===== config.mk =====
export PLATFORM = sky130hd
export DESIGN_NAME = calc_mul_seq
export DESIGN_NICKNAME = d
export VERILOG_FILES = /design/src/rtl/calc_mul_seq.sv
export SDC_FILE = /design/constraint.sdc
export NUM_CORES = 1
export LEC_CHECK = 0
export CAP_MARGIN = 10
export CELL_PAD_IN_SITES_DETAIL_PLACEMENT = 0
export CELL_PAD_IN_SITES_GLOBAL_PLACEMENT = 1
export CORE_MARGIN = 8
export CORE_UTILIZATION = 46
export DETAILED_ROUTE_END_ITERATION = 10
export GPL_ROUTABILITY_DRIVEN = 0
export PLACE_DENSITY = 0.91
export SLEW_MARGIN = 10
export SYNTH_ARGS = -nofsm -noshare
export SYNTH_HDL_FRONTEND = slang
export SYNTH_SLANG_ARGS = --single-unit

===== constraint.sdc =====
create_clock -name clk -period 6.4 [get_ports clk]
set_clock_uncertainty 0.2 [all_clocks]
set_input_delay 0.64 -clock clk [delete_from_list [all_inputs] [get_ports clk]]
set_output_delay 0.64 -clock clk [all_outputs]
set_load 0.02 [all_outputs]

===== src/rtl/calc_mul_seq.sv =====
// Sequential unsigned shift-add multiplier: one multiplier bit per clock,
// start/busy/done handshake, full 2*W-bit product with a W-bit overflow flag.
module calc_mul_seq #(
  parameter int W = 8
) (
  input  logic             clk,
  input  logic             rst,
  input  logic             start,
  input  logic [W-1:0]     A,
  input  logic [W-1:0]     B,
  output logic             busy,
  output logic             done,
  output logic [2*W-1:0]   P,
  output logic             ovf
);

  localparam int CW = $clog2(W) + 1;

  typedef enum logic {IDLE, RUN} state_t;

  state_t            state;
  logic [2*W-1:0]    mcand;
  logic [W-1:0]      mplr;
  logic [2*W-1:0]    acc;
  logic [CW-1:0]     cnt;
  logic [2*W-1:0]    sum;

  // Partial-product accumulation for the current iteration; cannot overflow 2*W bits.
  assign sum = acc + (mplr[0] ? mcand : {(2*W){1'b0}});

  always_ff @(posedge clk or posedge rst) begin
    if (rst) begin
      state <= IDLE;
      mcand <= '0;
      mplr  <= '0;
      acc   <= '0;
      cnt   <= '0;
      busy  <= 1'b0;
      done  <= 1'b0;
      P     <= '0;
      ovf   <= 1'b0;
    end else begin
      done <= 1'b0;
      case (state)
        IDLE: begin
          if (start) begin
            mcand <= {{W{1'b0}}, A};
            mplr  <= B;
            acc   <= '0;
            cnt   <= '0;
            busy  <= 1'b1;
            state <= RUN;
          end
        end
        RUN: begin
          acc   <= sum;
          mcand <= mcand << 1;
          mplr  <= mplr >> 1;
          cnt   <= cnt + 1'b1;
          // Fixed latency: terminate on the W-th iteration regardless of mplr.
          if (cnt == CW'(W - 1)) begin
            P     <= sum;
            ovf   <= |sum[2*W-1:W];
            done  <= 1'b1;
            busy  <= 1'b0;
            state <= IDLE;
          end
        end
        default: state <= IDLE;
      endcase
    end
  end

endmodule


# After elaboration in Yosys (flattened, before gate mapping)
# Index checks and enable logic that the tools add are counted.
classes:
  div_mod_pow: 0
  shift: 0
  eq_ne: 3
  n_mul: 0
  mux: 17
  n_reduce_logical: 3
  bitwise: 1
  addsub: 2
  n_lt_le_gt_ge: 0
ops:
  columns: ["operator", "count"]
  rows:
  - ["$pmux 16 s2", 2]
  - ["$mux 16", 3]
  - ["$add 16x16->16", 1]
  - ["$pmux 8 s2", 1]
  - ["$mux 8", 1]
  - ["$pmux 4 s2", 1]
  - ["$reduce_or 8->1", 1]
  - ["$mux 1", 6]
  - ["$add 4x1->4 const B", 1]
  - ["$eq 4x3->1 const B", 1]
  - ["$mux 4", 1]
  - ["$pmux 1 s2", 2]
  - ["$reduce_and 2->1", 2]
  - ["$ne 2x1->1 const B", 1]
  - ["$ne 2x2->1 const B", 1]
  - ["$not 1->1", 1]
totals:
  input_bits: 19
  ramBits: 0
  reg_bits: 64
  output_inout_bits: 19
  wordCells: 35
  latchBits: 0
  romBits: 0
  n_memories: 0

# Longest topological paths before layout
# Gate-level depths: netlist (run 1).
logic_depth:
  word_depth: 3
  depth_mapped: 11

# Worst setup path before layout (run 1)
# Ideal clock, no wire load.
synth_path:
  path_type: "flip-flop to flip-flop"
  startpoint: "reg mplr[0]"
  endpoint: "reg ovf"
  arrival_time_ps: 2462
  period_less_slack_ps: 2806
  path_stages_with_launch: 12
  t_required_ps: 6056
  setup_slack_ps: 3594
  setup_time_ps: 144
  path_cell_list: "dfrtp_1 clkbuf_1 and2_1 ha_1 fa_1 a211oi_2 o21ai_2 a211oi_2 o31ai_1 a21oi_1 xor2_1 a41oi_1"
synth_via:
  elab_chain_cells: 3
synth_rtl:
  columns: ["item", "line", "rtl"]
  rows:
  - ["start: declaration", "23", "logic [W-1:0] mplr;"]
  - ["start signal: assignment", "58", "mplr <= mplr >> 1;"]
  - ["$mux 16", "29", "assign sum = acc + (mplr[0] ? mcand : {(2*W){1'b0}});"]
  - ["$add 16x16->16", "29", null]
  - ["$reduce_or 8->1", "63", "ovf <= |sum[2*W-1:W];"]
  - ["end signal: assignment", "63", null]
  - ["end: declaration", "14", "output logic ovf"]
# No other way between the ends.
# A chain may end at the register's enable or synchronous reset.

# Final worst setup path (run 1)
# Same ends and word-level chain as after synthesis.

==> results of run 1 <==
Yosys cell counts (4+ instances only):
master / count
a21oi_1: 8
o21ai_0: 46
inv_1: 6
nor2_1: 12
clkbuf_1: 15
nand3_1: 4
and2_1: 15
mux2i_1: 16
xor2_1: 7
dfrtp_1: 64
xnor2_1: 7
ha_1: 16
nand2_1: 102
o22ai_1: 7
worst paths after layout:
path                           to
max                           ovf
min                         P[11]
max reg2reg                   ovf
min reg2reg                 P[11]
max in group asynchronous    P[2]
min in group asynchronous  cnt[3]
worst register-to-register path: stages, from the launching register on:
cell and delay, ns:
dfrtp_1 0.50, and2_1 0.20, ha_1 0.20, fa_1 0.45, a211oi_2 0.28, o21ai_2 0.14
a211oi_2 0.24, o31ai_1 0.10, a21oi_1 0.18, xor2_1 0.23, a41oi_1 0.14
metrics by stage:
stage | util [%] | hold slack (ns)
after floorplan | - | 0.249
after global placement | 53.1 | 0.258
after detailed placement | 53.1 | 0.261
after CTS | 55.7 | 0.278
after global routing | 55.7 | 0.301
final | 55.7 | 0.270
layer usage:
layer  track usage [%]  up-vias  routed length (microns)
met5                 0        -                        0
met4              5.73        0                       59
met3              4.47        5                      389
met2              21.2       61                     2790
met1              19.4     1176                     3570
li1                  -     1317                        -
kinds of logic after synthesis:
family / share of synthesized area [%]
flip-flops: 47.7
multiplexers: 4.77
adder cells (fa/ha/maj): 6.55
buffers and inverters: 2.98
AO/OA/AOI/OAI: 15.1
XOR/XNOR: 3.65
AND/OR/NAND/NOR: 19.3
sequential cells by signal, summed over array words and instances, names as in the netlist:
| name | cells |
|---|---|
| P | 16 |
| acc | 16 |
| busy | 1 |
| cnt | 4 |
| done | 1 |
| mcand | 16 |
| mplr | 8 |
| ovf | 1 |
| state | 1 |
power groups by stage:
stage	Sequential (mW)	Combinational, mW	Clock, mW
3_5_place_dp	0.661	0.651	0
4_1_cts	0.655	0.652	0.329
5_1_grt	0.674	0.726	0.344
2_1_floorplan	0.699	0.390	0
3_3_place_gp	0.657	0.637	0
6_report	0.653	0.648	0.320
final cells by class:
cell class | count | area (sq um)
clock inverters | 3 | 15.0
multi-input cells | 278 | 1660
flip-flops and latches | 64 | 1600
well taps | 99 | 124
inverters | 7 | 26.3
repair buffers | 41 | 400
fillers | 671 | 3180
clock buffers | 13 | 169
==> results.md, run 1 <==
* Switch share at 38.7%
* First-pass GRT wire length at 11800 microns
* RSZ-0062 raised after global routing: no
* Post-Place Cells at 489
* DP Area at 3810 sq um
* # resized after CTS at 0
* Reg2Reg Depth at 10
* #FFs+latches synth at 64
* DRT antenna net count at 0
* Most used DFF post-synth: dfrtp_1
* Post-route cell area at 3990 sq um
* Synth warn at 0
* CTS tree: yes
* Hold Crit Class: flip-flop to flip-flop
* Synth Area per Inst at 9.13 sq um
* WP data required at 6.39 ns
* Largest net degree at the start of global routing at 65
* Starting Density at 46.8%
* Psw at 0.627 mW
* Area growth syn-to-layout at 18.9%
* CP startpoint: mplr[0]
* Synth top area cells: dfrtp_1 48%, nand2_1 11%, o21ai_0 6.9%
* Vias/cell at 5.07
* Final #Nets at 437
* Die X at 101 microns
* Core area at 7180 sq um
* Synth unique cells at 44
* Outcome: finished clean
* Port Buffers at 37
* Hpwl dp at 4580 microns
* IO Pins at 38
* Mapped Cells at 368
* Root Buffer: clkbuf_8
* Pins over their slew limit at 0
* Post-Syn Nets at 404
* Post-synth EDFFs at 0
* HP Start: P[11]
* Site Rows at 31
* Worst vdd ir at 0.135 mV
* Cts bufs inserted at 9
* Max-cap violation count at 0
* Diodes inserted at 0
* Worst-path fanout max at 17
* Antenna violations before repair at 0
* Buffer count from post-CTS setup fixing at 0
* Clk pwr share at 19.8%
* Drt pass-1 iters at 4
* GRT overflow at 0
* Clock buffer depth at 2
* Cell mode on critical path: a211oi_2
* Crit path depth at 10
* Non-filler instance count after layout at 505
* Vias at 2559
* Register area share after synthesis at 47.7%
* Period utilisation layout at 47.1%
* Setup TNS at 0 ns
* Min Tclk post-route at 3.01 ns
* Worst setup EP type: flip-flop
* CP arrival at 3.00 ns
* Clock slew at reported path FFs at 0.06 ns
* Worst path slowest cell: dfrtp_1
* Drt initial violations at 136
* GRT Resource Usage Total at 14.5%
* Max-slew headroom at 36.5%
* Vias in the first global route at 2610
* Most frequent cells in the layout: 102 x nand2_1, 64 x dfrtp_1, 46 x o21ai_0, 37 x clkdlybuf4s50_1
* Layout cells sized above 1 at 7.39%
* Hold Fails Final Rpt at 0
* Clock Latency Late Sink at 0.34 ns
* Buf/Inv on CP at 0
* Commonest non-fill, non-tap cell in the layout: nand2_1
* Total clock sinks at 64
* DR WL/cell at 13.5 microns
* Die Area at 10300 sq um
* Worst R2R Setup Slack at 3.39 ns
* Share of the synthesized area in the top cell type at 47.7%
* P per Cell Area at 406 nW/um^2
* CP Cell Sequence: and2_1 -> ha_1 -> fa_1 -> a211oi_2 -> o21ai_2 -> a211oi_2 -> o31ai_1 -> a21oi_1 -> xor2_1 -> a41oi_1
* Final setup margin at 3.39 ns
* Die Y at 101 microns
* Setup-failing EPs final at 0
* Lkg Pwr at 1.85 nW
* CP max stage delay at 0.50 ns
* Residual DRC count at 0
* CTS Hold Bufs at 0
* Routed wire length at 6820 microns
* F_max at 332 MHz
* Critical path type: flip-flop to flip-flop
* Mapped cell area at 3360 sq um
* Worst setup SP type: flip-flop
* Worst R2R Start: mplr[0]
* Async S/R FF share, synth at 100%
* Post-synth top area cell: dfrtp_1
* Combinational power share at 40.0%
* P_int at 0.994 mW
* Worst path top cell family by delay: compound AO/OA/AOI/OAI gates
* Worst-Margin Slew at 0.946 ns
* Pwr Total at 1.62 mW
* Dpl ws at 3.43 ns
* CTS HTree Levels at 3
* Hold depth at 2
* Reg power frac at 40.3%
Power figures use the tool's default switching activity.
==> inputs of run 2 (changes only) <==
--- a/config.mk
+++ b/config.mk
@@ -9,10 +9,10 @@
 export CELL_PAD_IN_SITES_DETAIL_PLACEMENT = 0
 export CELL_PAD_IN_SITES_GLOBAL_PLACEMENT = 1
 export CORE_MARGIN = 8
-export CORE_UTILIZATION = 46
+export CORE_UTILIZATION = 39
 export DETAILED_ROUTE_END_ITERATION = 10
 export GPL_ROUTABILITY_DRIVEN = 0
-export PLACE_DENSITY = 0.91
+export PLACE_DENSITY = 0.83
 export SLEW_MARGIN = 10
 export SYNTH_ARGS = -nofsm -noshare
 export SYNTH_HDL_FRONTEND = slang
==> constraint.sdc (replaced) <==
create_clock -name clk -period 2.5 [get_ports clk]
set_clock_uncertainty 0.2 [all_clocks]
set_input_delay 0.25 -clock clk [delete_from_list [all_inputs] [get_ports clk]]
set_output_delay 0.25 -clock clk [all_outputs]
set_load 0.02 [all_outputs]
==> results.md, run 2 (same netlist as run 1, synthesis figures left out) <==
* Psw at 1.73 mW (+180%)
* Diodes inserted at 0 (unchanged)
* Vias at 2802 (+9.5%)
* Port Buffers at 37 (unchanged)
* DR WL/cell at 13.7 microns (+1.4%)
* F_max at 367 MHz (+11%)
* Dpl ws at -0.256 ns (-3.69 ns)
* Pins over their slew limit at 0 (unchanged)
* Period utilisation layout at 109% (+62 points)
* Reg2reg end: ovf
* Crit path depth at 10 (unchanged)
* First-pass GRT wire length at 13000 microns (+9.7%)
* Worst-path fanout max at 5 (-12)
* Die Y at 109 microns (+7.2%)
* Vias/cell at 5.01 (-1.1%)
* CP Cell Sequence: and2_1 -> ha_2 -> fa_2 -> a211oi_4 -> o21ai_4 -> a211oi_2 -> o31ai_1 -> a21oi_1 -> xor2_1 -> a41oi_1
* Outcome: finished with violations
* RSZ-0062 raised after global routing: yes
* Max-slew headroom at 68.6% (+32 points)
* Clk pwr share at 18.3% (-1.5 points)
* GRT overflow at 0 (unchanged)
* CTS HTree Levels at 3 (unchanged)
* Hold Crit Class: primary input to async pin
* DRT antenna net count at 0 (unchanged)
* GRT Resource Usage Total at 13.8% (-0.68 points)
* Clock slew at reported path FFs at 0.07 ns (about the same)
* Worst vdd ir at 0.387 mV (+190%)
* Most frequent cells in the layout: 101 x nand2_1, 64 x dfrtp_1, 47 x buf_4, 41 x o21ai_0, 37 x clkdlybuf4s50_1
* Reg2Reg Depth at 10 (unchanged)
* Critical path type: flip-flop to flip-flop
* Setup-failing EPs final at 5 (+5)
* Hold Fails Final Rpt at 0 (unchanged)
* Largest registers: P: 16 flops, acc: 16 flops, mcand: 16 flops
* Die X at 109 microns (+7.2%)
* Worst R2R Setup Slack at -0.22 ns (-3.61 ns)
* Buf/Inv on CP at 0 (unchanged)
* P_int at 2.86 mW (+190%)
* Worst path slowest cell: dfrtp_1
* Clock buffer depth at 2 (unchanged)
* Drt pass-1 iters at 4 (unchanged)
* Max-cap violation count at 0 (unchanged)
* CP startpoint: mplr[0]
* P per Cell Area at 1020 nW/um^2 (+150%)
* Final setup margin at -0.221 ns (-3.61 ns)
* CTS tree: yes
* Drt initial violations at 93 (-32%)
* Root Buffer: clkbuf_8
* Largest net degree at the start of global routing at 65 (unchanged)
* Area growth syn-to-layout at 34.2%
* Layout cells sized above 1 at 20.4% (+13 points)
* Worst setup SP type: flip-flop
* Starting Density at 39.3% (-7.5 points)
* Final #Nets at 482 (+10%)
* Critical Path End: ovf
* Routed wire length at 7650 microns (+12%)
* Hpwl dp at 5360 microns (+17%)
* Failing checks: negative setup slack
* Min Tclk post-route at 2.72 ns (-0.290 ns)
* Worst-Margin Slew at 0.471 ns (-0.475 ns)
* Commonest non-fill, non-tap cell in the layout: nand2_1
* IO Pins at 38 (unchanged)
* WP data required at 2.50 ns (-3.89 ns)
* Reg power frac at 36.8% (-3.5 points)
* Switch share at 37.6% (-1.1 points)
* Antenna violations before repair at 0 (unchanged)
* Cts bufs inserted at 9 (unchanged)
* Worst setup EP type: flip-flop
* Worst path top cell family by delay: compound AO/OA/AOI/OAI gates
* Lkg Pwr at 2.08 nW (+12%)
* Vias in the first global route at 2773 (+6.2%)
* Total clock sinks at 64 (unchanged)
* Site Rows at 34 (+9.7%)
* Die Area at 11800 sq um (+15%)
* Hold WS at 0.0757 ns (-0.194 ns)
* Core area at 8550 sq um (+19%)
* Combinational power share at 44.9% (+4.9 points)
* Clock Latency Late Sink at 0.35 ns (about the same)
* Residual DRC count at 0 (unchanged)
* CP arrival at 2.73 ns (-0.27 ns)
* Worst R2R Start: mplr[0]
* CP max stage delay at 0.40 ns (-0.10 ns)
## run 2: power groups by stage
stage	clock (mW)	sequential, mW	combinational (mW)
global placement	0	1.69	1.94
detailed placement	0	1.70	1.99
finish	0.841	1.69	2.06
CTS	0.870	1.69	2.02
floorplan	0	1.79	1.00
global route	0.910	1.74	2.31
## run 2: cell type report
type                    count  area [sq um]
repair buffers             86           763
clock inverters             4          45.0
flip-flops and latches     64          1600
multi-input cells         278          1800
well taps                 108           135
inverters                   7          26.3
clock buffers              12           135
fillers                   814          4040
## run 2: worst min path at each step
stage / from / endpoint / cells after the start
after global routing: rst / mplr[2] / 3
after detailed placement: P[1] / P[1] / 2
after CTS: rst / mplr[2] / 3
final: rst / mplr[2] / 3
after floorplan: B[7] / mplr[7] / 2
after global placement: P[0] / P[0] / 2
## run 2: what timing repair did
item                                    CTS  global route
setup buffers                             1             0
pin swaps                                12            10
resized for setup                         9            19
endpoints found under the setup margin    9            17
hold buffers                              0             0
## run 2: worst register-to-register path, stage by stage, from the launching register on
cell	delay, ns
dfrtp_1	0.40
and2_1	0.15
ha_2	0.18
fa_2	0.39
a211oi_4	0.27
o21ai_4	0.10
a211oi_2	0.23
o31ai_1	0.11
a21oi_1	0.17
xor2_1	0.24
a41oi_1	0.14
## run 2: per-layer routing
| layer | GRT usage (%) | part of all wire (%) |
|---|---|---|
| met4 | 5.28 | 1.5 |
| met5 | 0 | 0 |
| met3 | 4.26 | 7.5 |
| met2 | 19.7 | 43 |
| met1 | 19.0 | 48 |
## run 2: through the flow
| stage | util [%] | area, sq um | total power, mW | instances | setup TNS [ns] |
|---|---|---|---|---|---|
| 3_5_place_dp | 48.9 | 4180 | 3.69 | 542 | -1.26 |
| 2_1_floorplan | - | 3370 | 2.79 | 368 | -0.812 |
| 3_3_place_gp | 48.9 | 4180 | 3.62 | 542 | -0.903 |
| 6_report | 52.7 | 4510 | 4.59 | 559 | -0.605 |
| 5_1_grt | 52.7 | 4510 | 4.97 | 559 | -1.67 |
| 4_1_cts | 51.6 | 4410 | 4.58 | 559 | -0.546 |
==> inputs of run 3 (changes only) <==
--- a/config.mk
+++ b/config.mk
@@ -8,8 +8,9 @@
 export CAP_MARGIN = 10
 export CELL_PAD_IN_SITES_DETAIL_PLACEMENT = 0
 export CELL_PAD_IN_SITES_GLOBAL_PLACEMENT = 1
-export CORE_MARGIN = 8
+export CORE_MARGIN = 5
 export CORE_UTILIZATION = 39
+export CTS_CLUSTER_DIAMETER = 100
 export DETAILED_ROUTE_END_ITERATION = 10
 export GPL_ROUTABILITY_DRIVEN = 0
 export PLACE_DENSITY = 0.83
==> results.md, run 3 (same netlist as run 1, synthesis figures left out) <==
* Die X at 103 microns (-5.5%)
* DR WL/cell at 14.0 microns (+2.2%)
* Starting Density at 40.5% (+1.2 points)
* Drt pass-1 iters at 4 (unchanged)
* Area growth syn-to-layout at 35.6%
* Metal2 WL at 3520 microns (+6.9%)
* Layout cells sized above 1 at 20.9% (+0.49 points)
* Worst vdd ir at 0.428 mV (+11%)
* Cts bufs inserted at 9 (unchanged)
* GRT overflow at 0 (unchanged)
* Worst-Margin Slew at 0.391 ns (-0.0798 ns)
* Vias/cell at 4.99 (-0.43%)
* Worst setup EP type: flip-flop
* Vias at 2770 (-1.1%)
* Post-route cell area at 4550 sq um (+1.1%)
* Clock slew at reported path FFs at 0.07 ns (about the same)
* Setup-failing EPs final at 5 (unchanged)
* DP Area at 4180 sq um (about the same)
* Drt initial violations at 98 (+5.4%)
* F_max at 378 MHz (+2.9%)
* Final #Nets at 481 (-0.21%)
* Diodes inserted at 0 (unchanged)
* Top sig layer: met4
* RSZ-0062 raised after global routing: yes
* Post-Place Cells at 539 (-0.55%)
* Antenna violations before repair at 0 (unchanged)
* Die Y at 103 microns (-5.5%)
* Reg2reg end: ovf
* Non-filler instance count after layout at 555 (-0.72%)
* Buffer count from post-CTS setup fixing at 0 (-1)
* Hold Crit Class: primary input to async pin
* Root Buffer: clkbuf_8
* Failing checks: negative setup slack
* Max-slew headroom at 73.6% (+5.0 points)
* Switch share at 36.7% (-0.91 points)
* Total clock sinks at 64 (unchanged)
* Outcome: finished with violations
* IO Pins at 38 (unchanged)
* Port Buffers at 37 (unchanged)
* Critical Path End: ovf
* P_int at 3.01 mW (+5.1%)
* Site Rows at 33 (-2.9%)
* Setup TNS at -0.551 ns (+0.0541 ns)
* P per Cell Area at 1040 nW/um^2 (+2.5%)
* Hpwl dp at 5360 microns (about the same)
* Final setup margin at -0.145 ns (+0.0762 ns)
* Reg2Reg Depth at 11 (+1)
* Worst-path fanout max at 5 (unchanged)
* CP startpoint: mplr[0]
* Pins over their slew limit at 0 (unchanged)
* Dpl ws at -0.256 ns (-0.000616 ns)
* CTS tree: yes
* Core area at 8300 sq um (-2.9%)
* Max-cap violation count at 0 (unchanged)
* Period utilisation layout at 106% (-3.0 points)
* Reg power frac at 35.7% (-1.1 points)
* Commonest non-fill, non-tap cell in the layout: nand2_1
* Largest registers: P: 16 flops, acc: 16 flops, mcand: 16 flops
* First-pass GRT wire length at 13200 microns (+1.8%)
* Min Tclk post-route at 2.65 ns (-0.0762 ns)
* Worst setup SP type: flip-flop
* Lkg Pwr at 2.09 nW (+0.37%)
* Pwr Total at 4.76 mW (+3.6%)
* DRT antenna net count at 0 (unchanged)
* # fillers at 736 (-9.6%)
* Critical path type: flip-flop to flip-flop
* Vias in the first global route at 2771 (-0.072%)
* Die Area at 10600 sq um (-11%)
* Clock buffer depth at 2 (unchanged)
* Clock Latency Late Sink at 0.34 ns (about the same)
* Hold Fails Final Rpt at 0 (unchanged)
* GRT Resource Usage Total at 16.1% (+2.4 points)
* Routed wire length at 7760 microns (+1.5%)
* Largest net degree at the start of global routing at 65 (unchanged)
* Clk pwr share at 20.6% (+2.3 points)
* CP arrival at 2.66 ns (-0.07 ns)
* Post-Route M1 WL at 3760 microns (+2.6%)
* Met3 wire len at 347 microns (-40%)
* Psw at 1.75 mW (+1.1%)
* Most frequent cells in the layout: 102 x nand2_1, 64 x dfrtp_1, 46 x buf_4, 41 x o21ai_0, 37 x clkdlybuf4s50_1
* Worst R2R Setup Slack at -0.15 ns (+0.08 ns)
* Combinational power share at 43.7% (-1.2 points)
* Residual DRC count at 0 (unchanged)
* CTS HTree Levels at 3 (unchanged)
* Worst R2R Start: mplr[0]
* WP data required at 2.51 ns (about the same)
[run 3: metrics by stage]
stage / hold slack [ns] / utilization, %
2_1_floorplan: 0.206 / -
3_3_place_gp: 0.258 / 50.3
3_5_place_dp: 0.262 / 50.3
4_1_cts: 0.0908 / 54.0
5_1_grt: 0.101 / 54.9
6_report: 0.0807 / 54.9
[run 3: timing repair]
item	CTS	global route
hold buffers	0	0
resized for setup	14	15
pin swaps	9	6
endpoints found under the setup margin	8	15
[run 3: how the worst min path moves through the flow]
stage | from | to | slack, ns
2_1_floorplan | B[7] | mplr[7] | 0.21
3_3_place_gp | P[11] | P[11] | 0.26
3_5_place_dp | P[3] | P[3] | 0.26
4_1_cts | rst | mplr[2] | 0.09
5_1_grt | rst | cnt[0] | 0.10
6_report | rst | cnt[0] | 0.08
[run 3: worst max-delay path, cell delays in order (launching register included)]
cell	delay [ns]
dfrtp_1	0.41
buf_4	0.15
and2_1	0.16
ha_4	0.30
o21ai_0	0.10
buf_4	0.15
o21ai_2	0.22
a211oi_2	0.11
o31ai_1	0.24
a21oi_1	0.11
xor2_1	0.24
a41oi_1	0.13
[run 3: power groups by stage]
stage | clock (mW) | combinational (mW) | sequential [mW]
global placement | 0 | 1.93 | 1.69
finish | 0.979 | 2.08 | 1.70
floorplan | 0 | 1.00 | 1.79
global route | 1.06 | 2.32 | 1.76
detailed placement | 0 | 1.98 | 1.70
CTS | 1.01 | 2.04 | 1.70
[run 3: cell type report]
type	instances	area (sq um)	share of cell area, %
well taps	105	131	2.88
clock buffers	13	149	3.27
multi-input cells	278	1830	40.1
flip-flops and latches	64	1600	35.2
clock inverters	3	65.1	1.43
repair buffers	85	756	16.6
inverters	7	26.3	0.577
[run 3: per-layer routing]
metal / GRT usage [%] / vias up
met5: 0 / -
met2: 24.5 / 59
met4: 6.47 / 0
li1: - / 1407
met1: 22.4 / 1292
met3: 3.72 / 12
